<file path="src/rtl/simple_counter_pkg.sv">
// Shared constants and helpers for the simple_counter block.
// Holds the default counter width and the function that derives the
// default terminal count from a given width.
package simple_counter_pkg;

  localparam int DEFAULT_WIDTH = 4;

  // Largest value representable in 'width' bits. Computed in 64 bits
  // so that a 32-bit counter does not overflow the arithmetic.
  function automatic longint defaultMaxCount(input int width);
    return (longint'(1) << width) - longint'(1);
  endfunction

endpackage

</file>
<file path="src/rtl/simple_counter.sv">
// Free-running wrap-around counter.
// Counts 0..MAX_COUNT and wraps to 0. There is no enable and no hold state.
// Reset is asynchronous and active-low. Release of reset must already be
// synchronised to clk by the surrounding logic.
// Optional feature: define SIMPLE_COUNTER_TC_EN to add the 'tc' output, a
// combinational terminal-count decode that is high while count == MAX_COUNT.
module simple_counter
  import simple_counter_pkg::*;
#(
  parameter int     WIDTH     = DEFAULT_WIDTH,
  parameter longint MAX_COUNT = defaultMaxCount(WIDTH)
) (
  input  logic             clk,
  input  logic             reset,
  output logic [WIDTH-1:0] count
`ifdef SIMPLE_COUNTER_TC_EN
  ,
  output logic             tc
`endif
);

  // Terminal value in the counter's own width.
  localparam logic [WIDTH-1:0] MAX_VAL = WIDTH'(MAX_COUNT);

  // Reject illegal parameter combinations while the design is elaborated.
  if ((WIDTH < 1) || (WIDTH > 32)) begin : gen_bad_width
    $fatal(1, "simple_counter: WIDTH=%0d outside legal range 1..32", WIDTH);
  end
  if ((MAX_COUNT < 1) || (MAX_COUNT > defaultMaxCount(WIDTH))) begin : gen_bad_max
    $fatal(1, "simple_counter: MAX_COUNT=%0d outside legal range 1..2**WIDTH-1",
           MAX_COUNT);
  end

  logic [WIDTH-1:0] count_q;
  logic [WIDTH-1:0] count_d;

  // Next value: increment below the terminal value; at the terminal value,
  // or at any out-of-range value reached through corruption, go back to 0.
  always_comb begin
    count_d = '0;
    if (count_q < MAX_VAL) begin
      count_d = count_q + WIDTH'(1);
    end
  end

  // Count register. Asynchronous clear forces 0 without waiting for clk.
  always_ff @(posedge clk or negedge reset) begin
    if (!reset) begin
      count_q <= '0;
    end else begin
      count_q <= count_d;
    end
  end

  assign count = count_q;

`ifdef SIMPLE_COUNTER_TC_EN
  // Terminal-count decode. Count is 0 in reset and MAX_VAL is never 0,
  // so tc is naturally low while reset is held.
  assign tc = (count_q == MAX_VAL);
`endif

endmodule

</file>
<file path="config.mk">
export PLATFORM = sky130hd
export DESIGN_NAME = simple_counter
export DESIGN_NICKNAME = d
export VERILOG_FILES = /design/src/rtl/simple_counter_pkg.sv /design/src/rtl/simple_counter.sv
export SDC_FILE = /design/constraint.sdc
export NUM_CORES = 1
export LEC_CHECK = 0
export CAP_MARGIN = 20
export CELL_PAD_IN_SITES_DETAIL_PLACEMENT = 1
export CELL_PAD_IN_SITES_GLOBAL_PLACEMENT = 1
export CORE_AREA = 2 2 39 41
export DETAILED_ROUTE_END_ITERATION = 12
export DIE_AREA = 0 0 41 43
export GPL_ROUTABILITY_DRIVEN = 1
export PLACE_DENSITY_LB_ADDON = 0.1
export SLEW_MARGIN = 10
export SYNTH_ARGS = -nofsm -noshare
export SYNTH_HDL_FRONTEND = slang
export SYNTH_SLANG_ARGS = --single-unit
</file>
<file path="constraint.sdc">
create_clock -name clk -period 1.5 [get_ports clk]
set_clock_uncertainty 0.15 [all_clocks]
set_input_delay 0.225 -clock clk [delete_from_list [all_inputs] [get_ports clk]]
set_output_delay 0.225 -clock clk [all_outputs]
set_load 0.05 [all_outputs]
</file>
# Yosys cells after proc, flatten, opt, wreduce, memory -nomap -nowiden
# Index checks and enable logic that the tools add are counted.
# Widths: inputs -> output; s select.
dict set report totals {
  regBits 4
  romBits 0
  wordCells 4
  inputBits 2
  latchBits 0
  memories 0
  ram_bits 0
}
dict set report op_classes {
  n_eq_ne 0
  n_shift 0
  n_addsub 1
  bitwise_logic 0
  n_reduce_logical 0
  multipliers 0
  mux 1
  n_lt_le_gt_ge 1
  n_div 0
}
# operator count
set ops {}
lappend ops {{$add 4x1->4 const B} 1}
lappend ops {{$lt 4x4->1 const B} 1}
lappend ops {{$mux 4} 1}

# Logic depth before layout (Yosys ltp)
# Gate-level depths: netlist (run 1).
dict set report logic_depth {
  ltp_word 2
  depth_mapped 3
  mapped_depth_nobuf 3
}

# Worst setup path after synthesis (run 1)
# OpenSTA, ideal clock, no wires.
dict set report synth_timing {
  path_type {reg-to-reg}
  startpoint {reg count_q[0], in the netlist count[0]}
  endpoint {reg count_q[3], in the netlist count[3]}
  setup_time_ns 0.126
  required_ns 1.224
  period_less_slack_ns 1.490
  t_arrival_ns 1.214
  setup_slack_ns 0.010
  stages_incl_launch_ff 4
  path_cell_list {dfrtp_1 > ha_1 > inv_1 > a311o_1}
}
dict set report synth_via {
  elab_chain_cells 2
  elab_cells_between_ends 3
  cone_classes {1 x add/sub; 1 x order compare; 1 x mux}
}
# element line_no
set synth_lines {}
lappend synth_lines {{start: declaration} simple_counter.sv:34} ;# logic [WIDTH-1:0] count_q;
lappend synth_lines {{start signal: assignment} simple_counter.sv:51} ;# count_q <= count_d;
lappend synth_lines {{$add 4x1->4 or $lt 4x4->1 (tied branches)} {simple_counter.sv:42, simple_counter.sv:41}}
lappend synth_lines {{$mux 4 *} simple_counter.sv:41} ;# if (count_q < MAX_VAL) begin
lappend synth_lines {{net count_d[3]} simple_counter.sv:35} ;# logic [WIDTH-1:0] count_d;
# The timed path passes the listed nets; every way through them passes the cells marked *.

# Final worst setup path (run 1)
# Ends and elaborated chain as after synthesis.

==> results.md, run 1 <==
* Synth top area cells: dfrtp_1 61%, ha_1 7.6%, a311o_1 6.1%, and4b_1 6.1%, and2b_2 5.3%
* Fmax achieved at 754.8 MHz
* Fin worst setup slack at 0.1751 ns
* Post-synth top area cell: dfrtp_1
* Max FFs per register at 4
* RSZ-0062 raised after global routing: no
* Cell area after layout at 304.0 um2
* Vias at 136
* Syn Nets at 15
* Placed cells at 34
* Row count at 14
* Syn. warnings at 0
* Share of Yosys cell area claimed by the top area cell type at about 60%
* Port buffer count at 5
* Critical path arrival at 1.28 ns
* Maximum clock path buffer count at 2
* Met3 global-route usage at around 7.9%
* H-tree depth at 1
* Routed wire length at approximately 410 um
* Final Cycle Share at between 80% and 90%
* Status: finished, final reports clean
* Number of synthesized register bits at 4
* CP max-delay cell: dfrtp_1
* Final Hold Vio Count at 0
* CTS root buf: clkbuf_4
* Met1 global-route usage at slightly below 8%
* Pre-CTS WS at 0.1599 ns
* Largest net degree at the start of global routing at 6
* Reg2reg start: count[0]$_DFF_PN0_
* Syn Inst Count at 12
* Peak VDD IR at ~0.3 mV
* Initial antenna violation count at 0
* Worst-path cell chain: ha_1, inv_1, a311o_1
* Total Routing Usage GR at 6.559%
* Via count of the first global-routing pass at between 100 and 150
* Layer with the highest usage: met3
* Worst slew pin tran at 0.2427 ns
* Critical path type: reg -> reg
* Postcts setup bufs at 0
* CTS tree: yes
* Die area at 0.001763 mm2
* Count of final setup violators at 0
* Crit path max-delay family: flip-flops
* Post-synth EDFFs at 0
* Sink Count at 4
* Slew Limit Fails at 0
* Post-DRT Antenna Nets at 0
* Post-Synthesis Cell Area at 163.9 um2
* GR met2 Demand/Resource at ~7%
* Reg-to-reg endpoint: count[3]$_DFF_PN0_
* Post-synth top flop: dfrtp_1
* First-pass GRT wire length at 662 um
* Synth-to-layout area growth at 85.50%
* Slew Limit Headroom at between 80% and 90%
* CP bufs+invs at 1
* Skew-Pair Late Insertion Delay at 0.23 ns
* GP Congestion at 0.6809
* Worst hold path class: in -> async
* Drt drc at 0
* Top-count cell post-synth: dfrtp_1
* Instance area at placement at 281.5 um2
* Non-Filler Instances at 37
* CP startpoint kind: flop
* Die height at about 43 um
* Max stage delay on crit path at 0.46 ns
* Global route overflow at 0
* Post-synthesis cell type count at 9
* Leak at 0.0001440 uW
* Max cap viols at 0
* NumNets Final at 26
* Post-Route Setup TNS at 0 ns
* Worst-path fanout max at 5
* Crit path required time at 1.45 ns
* Core box area at between 0.001 and 0.0015 mm2
* Detail-routed via count per cell at 3.676
* Worst-path clk slew at roughly 0.040 ns
* Reg2reg path depth at 3
* Die width at 41 um
* # hold bufs at CTS at 0
* Sequential area share after synthesis at 61.07%
* Cts repair resizes at 0
* Pre-antenna DRT Iters at 2
* Crit path launch: count[0]$_DFF_PN0_
* I/O pins at 6
* Initial Util at a little under an eighth
* Drt wl/cell at 11.08 um
* Share of cells above drive strength 1 at 42.86%
* Ys async rst share at 100.0%
* R2R setup slack at 0.18 ns
* Minimum clock period at about 1.3 ns
* Number of diodes at 0
* Initial DRC Count at 2
* Power Density at 795.2 mW/mm2
* Nature of the critical path endpoint: flop
* Syn_area_per_cell at 13.66 um2
* Power, Total at 241.8 uW
* Total CTS buffers at 3
-- report_power, final --
group	internal, uW	total, uW	switching, uW
Clock	89.2	129	39.6
Combinational	2.32	4.41	2.09
Sequential	109	109	0
Total	200	242	41.7
-- final cells by class --
cell class                      instances  area, um2
Fill cell                             158       1080
Sequential cell                         4      100.1
Timing Repair Buffer                    6      97.59
Multi-Input combinational cell          7      60.06
Clock buffer                            3      22.52
Tap cell                               16      20.02
Inverter                                1      3.754
-- cell families (layout without fill, tap and decap cells) --
family | after synthesis | count (layout) | synth area share [%]
adder cells (fa/ha/maj) | 1 | 1 | 7.632
XOR/XNOR | 1 | 1 | 5.344
AO/OA/AOI/OAI | 2 | 2 | 9.926
flip-flops | 4 | 4 | 61.07
buffers and inverters | 1 | 10 | 2.288
AND/OR/NAND/NOR | 3 | 3 | 13.74
-- stage by stage --
step	utilization [%]	hold WS (ns)
2_1_floorplan	-	-0.2206
3_3_place_gp	20.34	0.2967
3_5_place_dp	20.34	0.2973
4_1_cts	21.97	0.04433
5_1_grt	21.97	0.05497
6_report	21.97	0.05322
-- layout by cell type (no fill, tap or decap) --
master | Yosys | final
a311o_1 | 1 | 1
a31oi_1 | 1 | 1
and2b_2 | 1 | 1
and4b_1 | 1 | 1
buf_12 | 0 | 4
buf_4 | 0 | 1
clkbuf_4 | 0 | 3
clkdlybuf4s50_1 | 0 | 1
dfrtp_1 | 4 | 4
ha_1 | 1 | 1
inv_1 | 1 | 1
nand2_1 | 1 | 1
xor2_1 | 1 | 1
-- per-layer routing --
| metal | wire [um] | up-vias |
|---|---|---|
| met5 | 0 | - |
| met3 | 42 | 0 |
| met4 | 0 | 0 |
| met2 | 196 | 6 |
| li1 | - | 63 |
| met1 | 171 | 67 |
-- how the worst max path moves through the flow --
stage,endpoint,slack (ns),cells past startpoint
floorplan,count[3]$_DFF_PN0_,0.01,3
CTS,count[3]$_DFF_PN0_,0.15,3
detailed placement,count[3]$_DFF_PN0_,0.16,3
finish,count[3]$_DFF_PN0_,0.18,3
global route,count[3]$_DFF_PN0_,0.13,3
global placement,count[3]$_DFF_PN0_,0.18,3
Note: power is estimated with default switching activity, not from simulation.
==> inputs of run 2 (changes only) <==
PLACE_DENSITY = 0.37   (was not set)
PLACE_DENSITY_LB_ADDON = not set   (was 0.1)
==> run 2 against run 1 <==
  * Sequential cell count is the same
  * Largest cell class unchanged
  * Combinational power about the same
  * Power rose by 2.8%
  * Maximum frequency grew 4.1%
  * Critical path depth is the same
  * Global-route usage is 0.53 points lower
  * Design area is 2.5% lower
  * Largest power group unchanged
  * Utilization decreased by 0.54 points
  * Worst hold slack got worse by 0.0063 ns
==> results.md, run 2 (synthesis gave the netlist of run 1 again) <==
* Initial DRC Count at 0
* Largest net degree at the start of global routing at 6
* Routed wire length at 366 um
* Sink Count at 4
* Fmax achieved at 785.8 MHz
* Nature of the critical path endpoint: flop
* Critical path arrival at 1.24 ns
* Peak VDD IR at approximately 0.21 mV
* Drt wl/cell at between 10 and 15 um
* Fin worst setup slack at around 0.23 ns
* Clock power frac at 54.6%
* Core box area at 0.001384 mm2
* Worst-path clk slew at about 0.04 ns
* Crit path required time at 1.47 ns
* Vias at 128
* Pre-CTS WS at 0.2238 ns
* Maximum clock path buffer count at 2
* Synth-to-layout area growth at 80.92%
* Power, Total at about 250 uW
* Share of cells above drive strength 1 at about two fifths
* Post-DRT Antenna Nets at 0
* Postcts setup bufs at 0
* Row count at 14
* Leak at 0.0001386 uW
* Commonest cells after routing, fill and taps aside: 4 x dfrtp_1, 4 x buf_12, 3 x clkbuf_4
* Die area at 0.001763 mm2
* Placed cells at 33
* Part of the power in combinational logic at 1.8%
* Number of diodes at 0
* First-pass GRT wire length at 627 um
* Worst-path cell chain: ha_1, inv_1, a311o_1
* Final Hold Vio Count at 0
* Worst hold path class: in -> async
* Port buffer count at 5
* Non-Filler Instances at 36
* Sequential Power Share at roughly 44%
* # hold bufs at CTS at 0
* RSZ-0062 raised after global routing: no
* Initial antenna violation count at 0
* Detail-routed via count per cell at 3.556
* Sw frac at between 10% and 20%
* Pre-antenna DRT Iters at 1
* CTS tree: yes
* Slew Limit Fails at 0
* H-tree depth at 1
* GP Congestion at just under 0.7
* Switching power total at 48.09 uW
* Skew-Pair Late Insertion Delay at 0.23 ns
* Max FFs per register at 4
* Drt drc at 0
* Total CTS buffers at 3
* Critical path type: reg -> reg
* I/O pins at 6
* NumNets Final at 25
* Cell-internal power at 200.4 uW
* # fillers at 160
* CTS root buf: clkbuf_4
* Register cell area after layout at ~100 um2
* Worst-path fanout max at 5
* Die height at between 40 and 50 um
* Final Cycle Share at 84.84%
* Minimum clock period at 1.273 ns
* CP startpoint kind: flop
* Power Density at 838.0 mW/mm2
* Max stage delay on crit path at 0.45 ns
* Count of final setup violators at 0
* Status: finished, final reports clean
* Die width at 41 um
* Total Routing Usage GR at 6.024%
* Cts repair resizes at 0
* CP max-delay cell: dfrtp_1
* Initial Util at 11.84%
* Via count of the first global-routing pass at 162
* Area of the multi-input gates at 60.06 um2
* Post-Route Setup TNS at 0 ns
* Max cap viols at 0
* Slew Limit Headroom at between 80% and 90%
* Global route overflow at 0
* Worst slew pin tran at 0.2315 ns
* WHS at 0.04690 ns
[run 2: worst paths after layout]
kind / end / depth (start not counted) / startpoint / slack, ns
worst max register to register: count[3]$_DFF_PN0_ / 3 / count[0]$_DFF_PN0_ / 0.23
worst max-delay path: count[3]$_DFF_PN0_ / 3 / count[0]$_DFF_PN0_ / 0.23
worst min-delay path: count[3]$_DFF_PN0_ / 1 / reset / 0.05
worst min register to register: count[0]$_DFF_PN0_ / 1 / count[0]$_DFF_PN0_ / 0.42
min in group clk: count[0]$_DFF_PN0_ / 1 / count[0]$_DFF_PN0_ / 0.42
max in group asynchronous: count[2]$_DFF_PN0_ / 1 / reset / 0.98
[run 2: final cells by class]
cell class / count / share of cell area (%)
Clock buffer: 3 / 7.595
Timing Repair Buffer: 5 / 30.38
Multi-Input combinational cell: 7 / 20.25
Tap cell: 16 / 6.751
Sequential cell: 4 / 33.76
Inverter: 1 / 1.266
[run 2: routing by layer]
metal | part of all wire (%) | routed length, um | track usage, %
met4 | 0 | 0 | 8.000
met2 | 41 | 151 | 5.938
met5 | 0 | 0 | 0
met3 | 11 | 40 | 3.141
met1 | 48 | 174 | 7.395
[run 2: worst max-delay path, delay by kind of cell (launching register included)]
kind / cells / cell delay, ns
flip-flops: 1 / 0.45
adder cells (fa/ha/maj): 1 / 0.25
AO/OA/AOI/OAI: 1 / 0.25
buffers and inverters: 1 / 0.06
[run 2: power by group through the flow]
stage	Combinational (uW)	Clock [uW]	Sequential, uW
after floorplan	0.0000340	0	110
after global placement	4.61	0	110
after detailed placement	4.47	0	110
after CTS	4.53	140	108
after global routing	4.98	145	108
final	4.40	136	108
[run 2: stage by stage]
step / cell area (um2) / util [%]
after global placement: 274.0 / 19.80
after global routing: 296.5 / 21.43
final: 296.5 / 21.43
after floorplan: 163.9 / -
after detailed placement: 274.0 / 19.80
after CTS: 296.5 / 21.43
==> inputs of run 3 (changes only) <==
clock period = 1.2 ns   (was 1.5 ns; I/O delays follow)
==> run 3 against run 2 <==
  * The run now ends with setup timing left
  * Sequential power is 26% higher
  * Clock power is 21% higher
  * Sequential share of layout area decreased by 7.7 points
  * Register-to-register slack got worse by 0.23 ns
  * Setup slack lost 0.28 ns
  * Combinational power increased by 27%
  * Sequential cell count stayed put
  * Critical endpoint is now count[0]
  * Worst hold slack worse by 0.039 ns
  * Die area stayed put
==> results.md, run 3 (synthesis gave the netlist of run 1 again) <==
* Status: complete, but fails checks
* Failing checks: setup timing
* Vias at 164
* Die width at between 40 and 50 um
* # fillers at between 150 and 200
* Via count of the first global-routing pass at 185
* Drt wl/cell at roughly 9.6 um
* NumNets Final at 34
* Count of final setup violators at 4
* Die height at between 40 and 50 um
* Reg2reg path depth at 2
* Drt drc at 0
* Largest net degree at the start of global routing at 6
* # hold bufs at CTS at 0
* CTS root buf: clkbuf_4
* Synth-to-layout area growth at 146.6%
* Final Hold Vio Count at 0
* Fin worst setup slack at -0.05523 ns
* Critical path type: reg -> out
* Minimum clock period at about 1.3 ns
* Worst-path fanout max at 4
* Max FFs per register at 4
* Commonest non-fill, non-tap cell in the layout: buf_6
* Sink Count at 4
* Power Density at 755.7 mW/mm2
* Commonest cells after routing, fill and taps aside: 6 x buf_6, 4 x dfrtp_2, 4 x buf_12
* Fmax achieved at approximately 800 MHz
* I/O pins at 6
* Die area at 0.001763 mm2
* Area of the multi-input gates at between 70 and 80 um2
* Leak at 0.0001861 uW
* Port buffer count at 5
* Skew-Pair Late Insertion Delay at 0.23 ns
* Reg-to-reg endpoint: count[3]$_DFF_PN0_
* Worst slew pin tran at 0.2042 ns
* Global route overflow at 0
* Total CTS buffers at 3
* H-tree depth at 1
* DP HPWL at 294.5 um
* Cell area after layout at 404.1 um2
* Worst-path clk slew at 0.04 ns
* Worst hold path class: in -> async
* Initial antenna violation count at 0
* CTS tree: yes
* GP Congestion at 0.6551
* Routed wire length at 431 um
* Instance area at placement at 321.6 um2
* Row count at 14
* Initial Util at 11.84%
* Post-DRT Antenna Nets at 0
* First-pass GRT wire length at 759 um
* CP startpoint kind: flop
* Register cell area after layout at 105.1 um2
* Critical path arrival at 0.93 ns
* Detail-routed via count per cell at 3.644
* Slew Limit Fails at 0
* Initial DRC Count at 0
* Max cap viols at 0
* Reg2reg start: count[0]$_DFF_PN0_
* Pre-antenna DRT Iters at 1
* WHS at 0.007606 ns
* R2R setup slack at 0 ns
* RSZ-0062 raised after global routing: yes
* Share of cells above drive strength 1 at 79.31%
* Maximum clock path buffer count at 2
* Peak VDD IR at 0.4992 mV
* Pre-CTS WS at -0.01263 ns
* Nature of the critical path endpoint: output port
* Core box area at 0.001384 mm2
* Total Routing Usage GR at a little over 7%
* Crit path required time at 0.87 ns
* Slew Limit Headroom at a little under nine tenths
* Final Cycle Share at 104.6%
* Number of diodes at 0
[run 3: cell types whose count changed in the layout (fill, tap and decap cells not counted), sizes merged]
cell and delta:
buf +9
[run 3: metrics by stage]
stage	setup TNS, ns	util, %	power, uW	instances
after CTS	-0.2087	28.12	313.9	44
after floorplan	-0.1238	-	137.3	12
final	-0.1708	29.20	305.4	45
after detailed placement	-0.01263	23.24	142.9	37
after global placement	0	23.24	143.1	37
after global routing	-0.3387	29.20	331.5	45
[run 3: how the worst max path moves through the flow]
stage,from,end,slack [ns],depth (start not counted)
finish,count[0]$_DFF_PN0_,count[0],-0.06,2
global route,count[0]$_DFF_PN0_,count[0],-0.09,2
CTS,count[0]$_DFF_PN0_,count[0],-0.06,2
detailed placement,count[0]$_DFF_PN0_,count[3]$_DFF_PN0_,-0.01,2
global placement,count[0]$_DFF_PN0_,count[3]$_DFF_PN0_,0.007,2
floorplan,count[0]$_DFF_PN0_,count[3]$_DFF_PN0_,-0.12,2
[run 3: area by class of cell]
| class | instances | share of cell area [%] |
|---|---|---|
| Inverter | 1 | 0.9288 |
| Tap cell | 16 | 4.954 |
| Multi-Input combinational cell | 7 | 17.96 |
| Timing Repair Buffer | 14 | 44.58 |
| Sequential cell | 4 | 26.01 |
| Clock buffer | 3 | 5.573 |
[run 3: power breakdown]
part	internal, uW	leakage, uW	switching [uW]
Clock	112	0.0000138	52.5
Combinational	2.90	0.000126	2.72
Sequential	136	0.0000465	0
Total	250	0.000186	55.2
[run 3: timing repair]
| action | 4_1_cts | 5_1_grt |
|---|---|---|
| setup endpoints to repair | 5 | 5 |
| pin swaps | 0 | 1 |
| resized for setup | 4 | 3 |
| buffers inserted | 4 | 1 |
[run 3: critical path: stages, from the launching register on]
cell and delay [ns]:
dfrtp_2 0.42, buf_6 0.13, buf_12 0.14
[run 3: routing by layer]
metal	vias up	global-route usage (%)	routed length (um)
met1	74	8.710	175
met4	0	4.000	6
li1	79	-	-
met5	-	0	0
met2	9	8.125	182
met3	2	6.283	66
